### src/rtl/led_port_ctrl_pkg.sv
// Register map and mode encodings for the memory-mapped LED port.
package led_port_ctrl_pkg;

  typedef enum logic [1:0] {
    ADDR_DATA = 2'd0,
    ADDR_MODE = 2'd1,
    ADDR_DUTY = 2'd2,
    ADDR_RATE = 2'd3
  } addr_e;

  typedef enum logic [1:0] {
    MODE_DIRECT  = 2'd0,
    MODE_BLINK   = 2'd1,
    MODE_PWM     = 2'd2,
    MODE_MARQUEE = 2'd3
  } mode_e;

endpackage

### src/rtl/led_port_ctrl_tick_gen.sv
// Prescaler plus programmable step divider; o_step pulses on the tick that reaches i_rate.
// Combinational outputs from registered counters, no backpressure.
module led_port_ctrl_tick_gen #(
  parameter int PRESCALE  = 4,
  parameter int RATE_BITS = 8
) (
  input  logic                 i_clk,
  input  logic                 i_rst_n,
  input  logic                 i_clr,
  input  logic                 i_clr_stp,
  input  logic [RATE_BITS-1:0] i_rate,
  output logic                 o_step
);

  localparam int            PW       = (PRESCALE > 1) ? $clog2(PRESCALE) : 1;
  localparam logic [PW-1:0] PRE_LAST = PW'(PRESCALE - 1);

  logic [PW-1:0]        r_pre;
  logic [RATE_BITS-1:0] r_stp;
  logic                 w_tick;

  assign w_tick = (r_pre == PRE_LAST);
  assign o_step = w_tick && (r_stp == i_rate);

  always_ff @(posedge i_clk or negedge i_rst_n) begin
    if (!i_rst_n) begin
      r_pre <= '0;
      r_stp <= '0;
    end else begin
      if (i_clr || w_tick) r_pre <= '0;
      else                 r_pre <= r_pre + 1'b1;

      if (i_clr || i_clr_stp) r_stp <= '0;
      else if (o_step)        r_stp <= '0;
      else if (w_tick)        r_stp <= r_stp + 1'b1;
    end
  end

endmodule

### src/rtl/led_port_ctrl.sv
// Memory-mapped LED port: direct / blink / PWM / marquee modes behind a 4-entry register file.
// Write-to-led 2 edges, read data 1 edge after rd_en; always ready, no backpressure.
module led_port_ctrl
  import led_port_ctrl_pkg::*;
#(
  parameter int N_LED     = 8,
  parameter int PRESCALE  = 4,
  parameter int PWM_BITS  = 4,
  parameter int RATE_BITS = 8
) (
  input  logic             i_clk,
  input  logic             i_rst_n,
  input  logic             i_wr_en,
  input  logic             i_rd_en,
  input  logic [1:0]       i_addr,
  input  logic [N_LED-1:0] i_wr_data,
  output logic [N_LED-1:0] o_rd_data,
  output logic             o_rd_valid,
  output logic [N_LED-1:0] o_led
);

  logic [N_LED-1:0]     r_data;
  mode_e                r_mode;
  logic [PWM_BITS-1:0]  r_duty;
  logic [RATE_BITS-1:0] r_rate;
  logic [PWM_BITS-1:0]  r_pwm;
  logic                 r_phase;
  logic [N_LED-1:0]     r_rot;
  logic [N_LED-1:0]     r_led;
  logic [N_LED-1:0]     r_rd_data;
  logic                 r_rd_vld;

  logic                 w_wr_data, w_wr_mode, w_wr_duty, w_wr_rate;
  logic                 w_step;
  logic [N_LED-1:0]     w_led_nxt;
  logic [N_LED-1:0]     w_rd_mux;

  assign w_wr_data = i_wr_en && (i_addr == ADDR_DATA);
  assign w_wr_mode = i_wr_en && (i_addr == ADDR_MODE);
  assign w_wr_duty = i_wr_en && (i_addr == ADDR_DUTY);
  assign w_wr_rate = i_wr_en && (i_addr == ADDR_RATE);

  led_port_ctrl_tick_gen #(
    .PRESCALE  (PRESCALE),
    .RATE_BITS (RATE_BITS)
  ) u_tick_gen (
    .i_clk     (i_clk),
    .i_rst_n   (i_rst_n),
    .i_clr     (w_wr_mode),
    .i_clr_stp (w_wr_rate),
    .i_rate    (r_rate),
    .o_step    (w_step)
  );

  always_comb begin
    w_led_nxt = r_data;
    case (r_mode)
      MODE_DIRECT:  w_led_nxt = r_data;
      MODE_BLINK:   w_led_nxt = r_data & {N_LED{r_phase}};
      MODE_PWM:     w_led_nxt = r_data & {N_LED{r_pwm < r_duty}};
      MODE_MARQUEE: w_led_nxt = r_rot;
      default:      w_led_nxt = r_data;
    endcase
  end

  // Read mux sees pre-write values, so a same-cycle write/read returns the old contents.
  always_comb begin
    w_rd_mux = r_data;
    case (i_addr)
      ADDR_DATA: w_rd_mux = r_data;
      ADDR_MODE: w_rd_mux = N_LED'(r_mode);
      ADDR_DUTY: w_rd_mux = N_LED'(r_duty);
      ADDR_RATE: w_rd_mux = N_LED'(r_rate);
      default:   w_rd_mux = r_data;
    endcase
  end

  always_ff @(posedge i_clk or negedge i_rst_n) begin
    if (!i_rst_n) begin
      r_data    <= '0;
      r_mode    <= MODE_DIRECT;
      r_duty    <= '0;
      r_rate    <= '0;
      r_pwm     <= '0;
      r_phase   <= 1'b0;
      r_rot     <= '0;
      r_led     <= '0;
      r_rd_data <= '0;
      r_rd_vld  <= 1'b0;
    end else begin
      if (w_wr_data) r_data <= i_wr_data;
      if (w_wr_mode) r_mode <= mode_e'(i_wr_data[1:0]);
      if (w_wr_duty) r_duty <= PWM_BITS'(i_wr_data);
      if (w_wr_rate) r_rate <= RATE_BITS'(i_wr_data);

      if (w_wr_mode) begin
        r_pwm   <= '0;
        r_phase <= 1'b0;
      end else begin
        r_pwm <= r_pwm + 1'b1;
        if (w_step) r_phase <= ~r_phase;
      end

      // A DATA rewrite in marquee reloads the pattern and wins over a coincident step.
      if (w_wr_mode)
        r_rot <= r_data;
      else if (w_wr_data && (r_mode == MODE_MARQUEE))
        r_rot <= i_wr_data;
      else if (w_step && (r_mode == MODE_MARQUEE))
        r_rot <= (r_rot << 1) | (r_rot >> (N_LED - 1));

      r_led    <= w_led_nxt;
      r_rd_vld <= i_rd_en;
      if (i_rd_en) r_rd_data <= w_rd_mux;
    end
  end

  assign o_led      = r_led;
  assign o_rd_data  = r_rd_data;
  assign o_rd_valid = r_rd_vld;

endmodule

### config.mk
export PLATFORM = sky130hd
export DESIGN_NAME = led_port_ctrl
export DESIGN_NICKNAME = d
export VERILOG_FILES = /design/src/rtl/led_port_ctrl_pkg.sv /design/src/rtl/led_port_ctrl_tick_gen.sv /design/src/rtl/led_port_ctrl.sv
export SDC_FILE = /design/constraint.sdc
export NUM_CORES = 1
export LEC_CHECK = 0
export CELL_PAD_IN_SITES_DETAIL_PLACEMENT = 2
export CELL_PAD_IN_SITES_GLOBAL_PLACEMENT = 2
export CORE_ASPECT_RATIO = 2
export CORE_UTILIZATION = 37
export DETAILED_ROUTE_END_ITERATION = 8
export PLACE_DENSITY_LB_ADDON = 0.1
export SLEW_MARGIN = 20
export SYNTH_ARGS = -nofsm -noshare
export SYNTH_HDL_FRONTEND = slang
export SYNTH_SLANG_ARGS = --single-unit
export TNS_END_PERCENT = 30
### constraint.sdc
create_clock -name i_clk -period 2.5 [get_ports i_clk]
set_clock_uncertainty 0.2 [all_clocks]
set_input_delay 0.375 -clock i_clk [delete_from_list [all_inputs] [get_ports i_clk]]
set_output_delay 0.375 -clock i_clk [all_outputs]
set_load 0.005 [all_outputs]
==> impl_metrics.json, run 1 <==
{
  "post_cts_buffers": 0,
  "drt_pass1_iterations": 4,
  "yosys_most_used_dff": "dfrtp_1",
  "p_clk_share_pct": 34.7,
  "place.gp.congestion": 0.750,
  "fin_area_sq_mm": 0.00374,
  "arrival_ns": 2.21,
  "num_rows": 45,
  "path_clk_slew_ns": 0.05,
  "p_sw_uw": 1050,
  "seq_area_sq_mm": 0.00155,
  "rsz0062_at_grt": "false",
  "cts_sinks": 62,
  "cts_tree": "built",
  "synth-edff-count": 0,
  "syn_area_per_cell_sq_um": 11.4,
  "dieArea_sq_mm": 0.00843,
  "ir_worst_vdd_mv": 0.560,
  "maxCapViolCount": 0,
  "drt-initial-drc-count": 99,
  "num-nets-final": 329,
  "swShare_pct": 29.9,
  "drv_slew": 0,
  "initial_core_util_pct": 38.6,
  "ant_nets": 0,
  "grt.overflow.total": 0,
  "finalHoldViolCount": 0,
  "setup_viol_count_final": 0,
  "synth.top_cell.area_share_pct": 52.1,
  "internal_power_uw": 2470,
  "ys_async_sr_fraction_pct": 100,
  "power.density_mw_per_mm2": 941,
  "io_buffer_count": 30,
  "leakage_uw": 0.00163,
  "ys_seq_elements": 62,
  "wl_per_cell_um": 20.1,
  "path_class": "reg -> reg",
  "post-route-period-util_pct": 88.0,
  "synth.most_common_cell": "dfrtp_1",
  "clk_latency_ns": 0.33,
  "required_ns": 2.51,
  "synthTopCellsByArea": "dfrtp_1, mux2_2, xor2_1",
  "ys_seq_area_share_pct": 52.1,
  "relSlewSlack_pct": 68.8,
  "antenna_found_initial": 0,
  "cts_buffer_depth": 2,
  "hold_class": "reg -> reg",
  "coreArea_sq_mm": 0.00771,
  "numCtsBuffers": 9,
  "grt_max_degree": 63,
  "ctsResizeCount": 0,
  "synth_area_sq_mm": 0.00298,
  "syn_nets": 285,
  "track_usage_pct": 21.5,
  "drc": 0,
  "grtUsageMet2_pct": 39.5,
  "grt_pass1_wl_um": 13000,
  "area_growth_syn_to_layout_pct": 25.8,
  "grt_pass1_vias": 2431,
  "fill_cells": 786,
  "fmax_mhz": 455,
  "groute.layer.met1.usage_pct": 23.4,
  "multiInputGateArea_sq_mm": 0.00135,
  "synthTopCellsByCount": "dfrtp_1, mux2_2, nor2_1, nand2_1, o21ai_0",
  "synth_warnings": 0,
  "die_y_um": 129,
  "drive_above_1_share_pct": 20.9,
  "htreeDepth": 3,
  "vias_per_cell": 5.41,
  "final.setup.tns_ns": 0,
  "vias": 2190,
  "critical_path.startpoint_type": "flip-flop",
  "syn_inst": 262,
  "diodes": 0,
  "worst_setup_path_end_kind": "flip-flop",
  "outcome": "complete, no violations",
  "period_minus_slack_ns": 2.20,
  "die-width_um": 65.4,
  "wl_um": 8140,
  "critPathMaxFanout": 8,
  "combPwrFrac_pct": 23.7,
  "grt.met3_usage_pct": 4.26,
  "dp_hpwl_um": 5830,
  "tightest_slew_ns": 0.467,
  "grt.busiest_layer": "met2",
  "synth_cell_type_count": 35,
  "synth_top_area_cell": "dfrtp_1",
  "cts_root_buf": "clkbuf_16",
  "detailed_place.area_sq_mm": 0.00344,
  "cts_hold_buf": 1,
  "seqPwrFrac_pct": 41.6,
  "io_pins": 31
}
[critical path, cell delays in order, from the launching register on]
cell and delay (ns):
dfrtp_1 0.44, xor2_1 0.20, nor4_2 0.30, nand4_2 0.19, o21ai_4 0.36, mux2_2 0.38
[stage by stage]
| step | cells | worst slack, ns | hold WS, ns | util, % | total power, uW |
|---|---|---|---|---|---|
| finish | 405 | 0.300 | 0.247 | 48.5 | 3520 |
| floorplan | 262 | 0.503 | -0.121 | - | 1910 |
| global route | 405 | 0.170 | 0.258 | 48.5 | 3700 |
| global placement | 388 | 0.183 | 0.215 | 44.6 | 2280 |
| CTS | 405 | 0.269 | 0.251 | 48.5 | 3580 |
| detailed placement | 388 | 0.142 | 0.219 | 44.6 | 2330 |
[flip-flops by register name, summed over array words and instances (netlist names)]
| name | flops |
|---|---|
| o_led | 8 |
| r_mode | 2 |
| u_tick_gen.r_stp | 8 |
| r_rot | 8 |
| r_rate | 8 |
| o_rd_data | 8 |
| r_data | 8 |
| r_pwm | 4 |
| r_duty | 4 |
| r_phase | 1 |
| o_rd_valid | 1 |
| u_tick_gen.r_pre | 2 |
[worst paths after layout]
check                               startpoint             endpoint  slack, ns  cells after the start
max reg2reg                u_tick_gen.r_stp[0]             r_rot[4]       0.30                      5
max                        u_tick_gen.r_stp[0]             r_rot[4]       0.30                      5
min                        u_tick_gen.r_pre[0]  u_tick_gen.r_pre[0]       0.25                      1
max in group asynchronous              i_rst_n             o_led[5]       1.43                      3
min in group asynchronous              i_rst_n  u_tick_gen.r_pre[1]       0.38                      3
min reg2reg                u_tick_gen.r_pre[0]  u_tick_gen.r_pre[0]       0.25                      1
[metal layers]
layer / vias up / share of wire, %
met5: - / 0
met4: 0 / 1.6
met3: 11 / 2.1
met2: 27 / 57
met1: 1147 / 39
li1: 1005 / -
[logic make-up (layout without fill, tap and decap cells)]
kind of cell	count (synthesis)	count (layout)	share of synthesized area (%)
mux	42	42	16.2
flops	62	62	52.1
fa+ha+maj	9	9	3.78
simple gates	68	68	10.7
xor+xnor	17	17	5.00
compound gates	47	47	9.59
buf+inv	17	66	2.52
[cells in the final DEF (no fill, tap or decap), types with 4 or more instances in the layout]
cell type / count
dfrtp_1: 62
mux2_2: 30
clkdlybuf4s50_1: 29
nor2_1: 23
nand2_1: 22
o21ai_0: 18
xor2_1: 13
a22oi_1: 12
a21oi_1: 11
buf_4: 11
mux2i_1: 10
ha_1: 9
clkbuf_16: 9
inv_1: 7
nand3_1: 6
xnor2_1: 4
clkinv_2: 4
[power groups by stage]
stage	combinational [uW]	clock, uW	sequential [uW]
global placement	815	0	1460
CTS	859	1250	1470
detailed placement	848	0	1480
global route	931	1280	1490
floorplan	500	0	1410
finish	834	1220	1470
[final cells by class]
type                            instances  share of cell area (%)
Multi-Input combinational cell        183                    36.0
Clock inverter                          7                    1.74
Inverter                                7                   0.702
Tap cell                               94                    3.14
Sequential cell                        62                    41.5
Timing Repair Buffer                   43                    10.9
Clock buffer                            9                    6.02
Power figures use the tool's default switching activity.
==> run 2, diff against run 1 <==
- ABC_AREA: default -> 1
- CORE_UTILIZATION: 37 -> 34
- CTS_CLUSTER_SIZE: default -> 25
- SLEW_MARGIN: 20 -> default
==> impl_metrics.json, run 2 <==
{
  "drive_above_1_share_pct": 8.44,
  "final_common_cell": "nand2_1",
  "finalHoldViolCount": 0,
  "worst_setup_path_end_kind": "flip-flop",
  "drt_pass1_iterations": 6,
  "numCtsBuffers": 9,
  "cts_root_buf": "clkbuf_16",
  "p_total_uw": 3540,
  "io_buffer_count": 30,
  "grt_max_degree": 63,
  "hold_class": "reg -> reg",
  "period_minus_slack_ns": 2.04,
  "path_clk_slew_ns": 0.05,
  "cts_tree": "built",
  "syn_area_per_cell_sq_um": 7.80,
  "relSlewSlack_pct": 66.5,
  "reg2reg_from": "r_duty[3]",
  "seqPwrFrac_pct": 39.6,
  "wl_per_cell_um": 18.9,
  "syn_nets": 443,
  "dp_hpwl_um": 7930,
  "rsz0062_at_grt": "false",
  "wl_um": 10700,
  "vias": 2995,
  "combPwrFrac_pct": 24.9,
  "htreeDepth": 3,
  "synth-edff-count": 0,
  "area_growth_syn_to_layout_pct": 22.7,
  "required_ns": 2.51,
  "ir_worst_vdd_mv": 0.375,
  "num_rows": 50,
  "final_cell_mix": "nand2_1, dfrtp_1, inv_1",
  "holdPathStages": 1,
  "ant_nets": 0,
  "drt-initial-drc-count": 85,
  "power.density_mw_per_mm2": 882,
  "die-width_um": 71.4,
  "clk_latency_ns": 0.33,
  "cts_hold_buf": 1,
  "swShare_pct": 31.5,
  "p_sw_uw": 1110,
  "ys_async_sr_fraction_pct": 100,
  "grt.overflow.total": 0,
  "antenna_found_initial": 0,
  "outcome": "complete, but fails checks",
  "setup_viol_count_final": 0,
  "die_y_um": 141,
  "ys_seq_area_share_pct": 47.4,
  "whs_endpoint": "u_tick_gen.r_pre[0]",
  "io_pins": 31,
  "drv_slew": 0,
  "drc": 1,
  "ctsResizeCount": 0,
  "leakage_uw": 0.00203,
  "synthTopCellsByArea": "dfrtp_1, nand2_1, inv_1",
  "ys_seq_elements": 62,
  "cts_sinks": 62,
  "yosys_most_used_dff": "dfrtp_1",
  "grt_pass1_vias": 3401,
  "critical_path.startpoint_type": "input pin",
  "final.setup.tns_ns": 0,
  "diodes": 0,
  "initial_core_util_pct": 34.9,
  "synth.top_cell.area_share_pct": 47.4,
  "place.gp.congestion": 0.771,
  "cts_buffer_depth": 2,
  "synth_cell_type_count": 32,
  "rrSetupSlack_ns": 0.51,
  "failed_checks": "DRC",
  "post_cts_buffers": 0,
  "path_class": "in -> reg",
  "synth.most_common_cell": "nand2_1",
  "vias_per_cell": 5.29,
  "post-route-period-util_pct": 81.4,
  "fmax_mhz": 491,
  "grt_pass1_wl_um": 17400,
  "synth_warnings": 0,
  "critPathMaxFanout": 9,
  "dieArea_sq_mm": 0.0101,
  "maxCapViolCount": 0,
  "synth_area_sq_mm": 0.00328,
  "internal_power_uw": 2430,
  "syn_inst": 420,
  "synth_top_area_cell": "dfrtp_1",
  "hp-start": "u_tick_gen.r_pre[0]",
  "coreArea_sq_mm": 0.00938,
  "synthTopCellsByCount": "nand2_1, dfrtp_1, inv_1, nor2_1, a21oi_1",
  "r2r-end": "o_led[4]",
  "track_usage_pct": 23.4,
  "arrival_ns": 2.04,
  "r2r_cells": 7,
  "p_clk_share_pct": 35.5,
  "tightest_slew_ns": 0.501,
  "num-nets-final": 483
}
run 2: cell count changes in the layout (fill, tap and decap cells not counted), sizes merged, moves of 4 or more:
cell and delta:
mux2 -30, nand4 +5, clkinv -4, inv +47
a22oi -12, nor2 +13, o21ai +5, nand2 +112
a31oi +7, xor2 -9, nand3 +20, mux2i -10
a21oi +19
run 2: final cells by class:
type | count | area (sq um)
clock buffers | 12 | 267
flip-flops and latches | 62 | 1550
clock inverters | 1 | 30.0
inverters | 54 | 203
well taps | 104 | 130
repair buffers | 41 | 393
multi-input cells | 292 | 1440
fillers | 1088 | 5370
run 2: metal layers:
metal | wire length, um | part of all wire, % | GRT usage [%]
met3 | 181 | 1.7 | 3.79
met2 | 6230 | 58 | 45.7
met5 | 0 | 0 | 0
met1 | 3970 | 37 | 22.8
met4 | 336 | 3.1 | 11.7
run 2: kinds of logic after synthesis:
logic type	share of synthesized area (%)
AOI/OAI and AO/OA	11.6
xor gates and xnor gates	1.34
adders and majority gates	3.44
buffers and inverters	8.56
DFF	47.4
and+or+nand+nor	27.7
run 2: worst max-delay path by stage:
stage / start / end / slack, ns / cells after the start
6_report: i_wr_en / r_rot[4] / 0.46 / 9
5_1_grt: i_wr_en / r_data[4] / 0.35 / 6
4_1_cts: i_wr_en / r_rot[4] / 0.46 / 9
3_5_place_dp: i_wr_en / r_rot[0] / 0.18 / 9
3_3_place_gp: i_wr_en / r_rot[5] / 0.24 / 9
2_1_floorplan: r_duty[3] / o_led[0] / 0.95 / 7
run 2: metrics by stage:
stage	setup slack [ns]	cells	area (sq um)	hold slack [ns]	utilization, %
after global routing	0.355	566	4020	0.267	42.8
after detailed placement	0.177	552	3710	0.220	39.5
after global placement	0.240	552	3710	0.219	39.5
after CTS	0.455	566	4020	0.250	42.8
after floorplan	0.948	420	3280	-0.121	-
final	0.464	566	4020	0.243	42.8
run 2: critical path: stages:
cell and delay [ns]:
clkdlybuf4s50_1 0.58, inv_1 0.09, nor2_2 0.39, buf_4 0.20
nand2_4 0.08, nand2_1 0.08, a31oi_1 0.08, nand2_1 0.09
nand2_1 0.07
run 2: power groups by stage:
stage / registers [uW] / clock network, uW / logic, uW
floorplan: 1360 / 0 / 512
global placement: 1410 / 0 / 837
detailed placement: 1420 / 0 / 891
CTS: 1400 / 1290 / 910
global route: 1430 / 1330 / 990
finish: 1400 / 1260 / 883
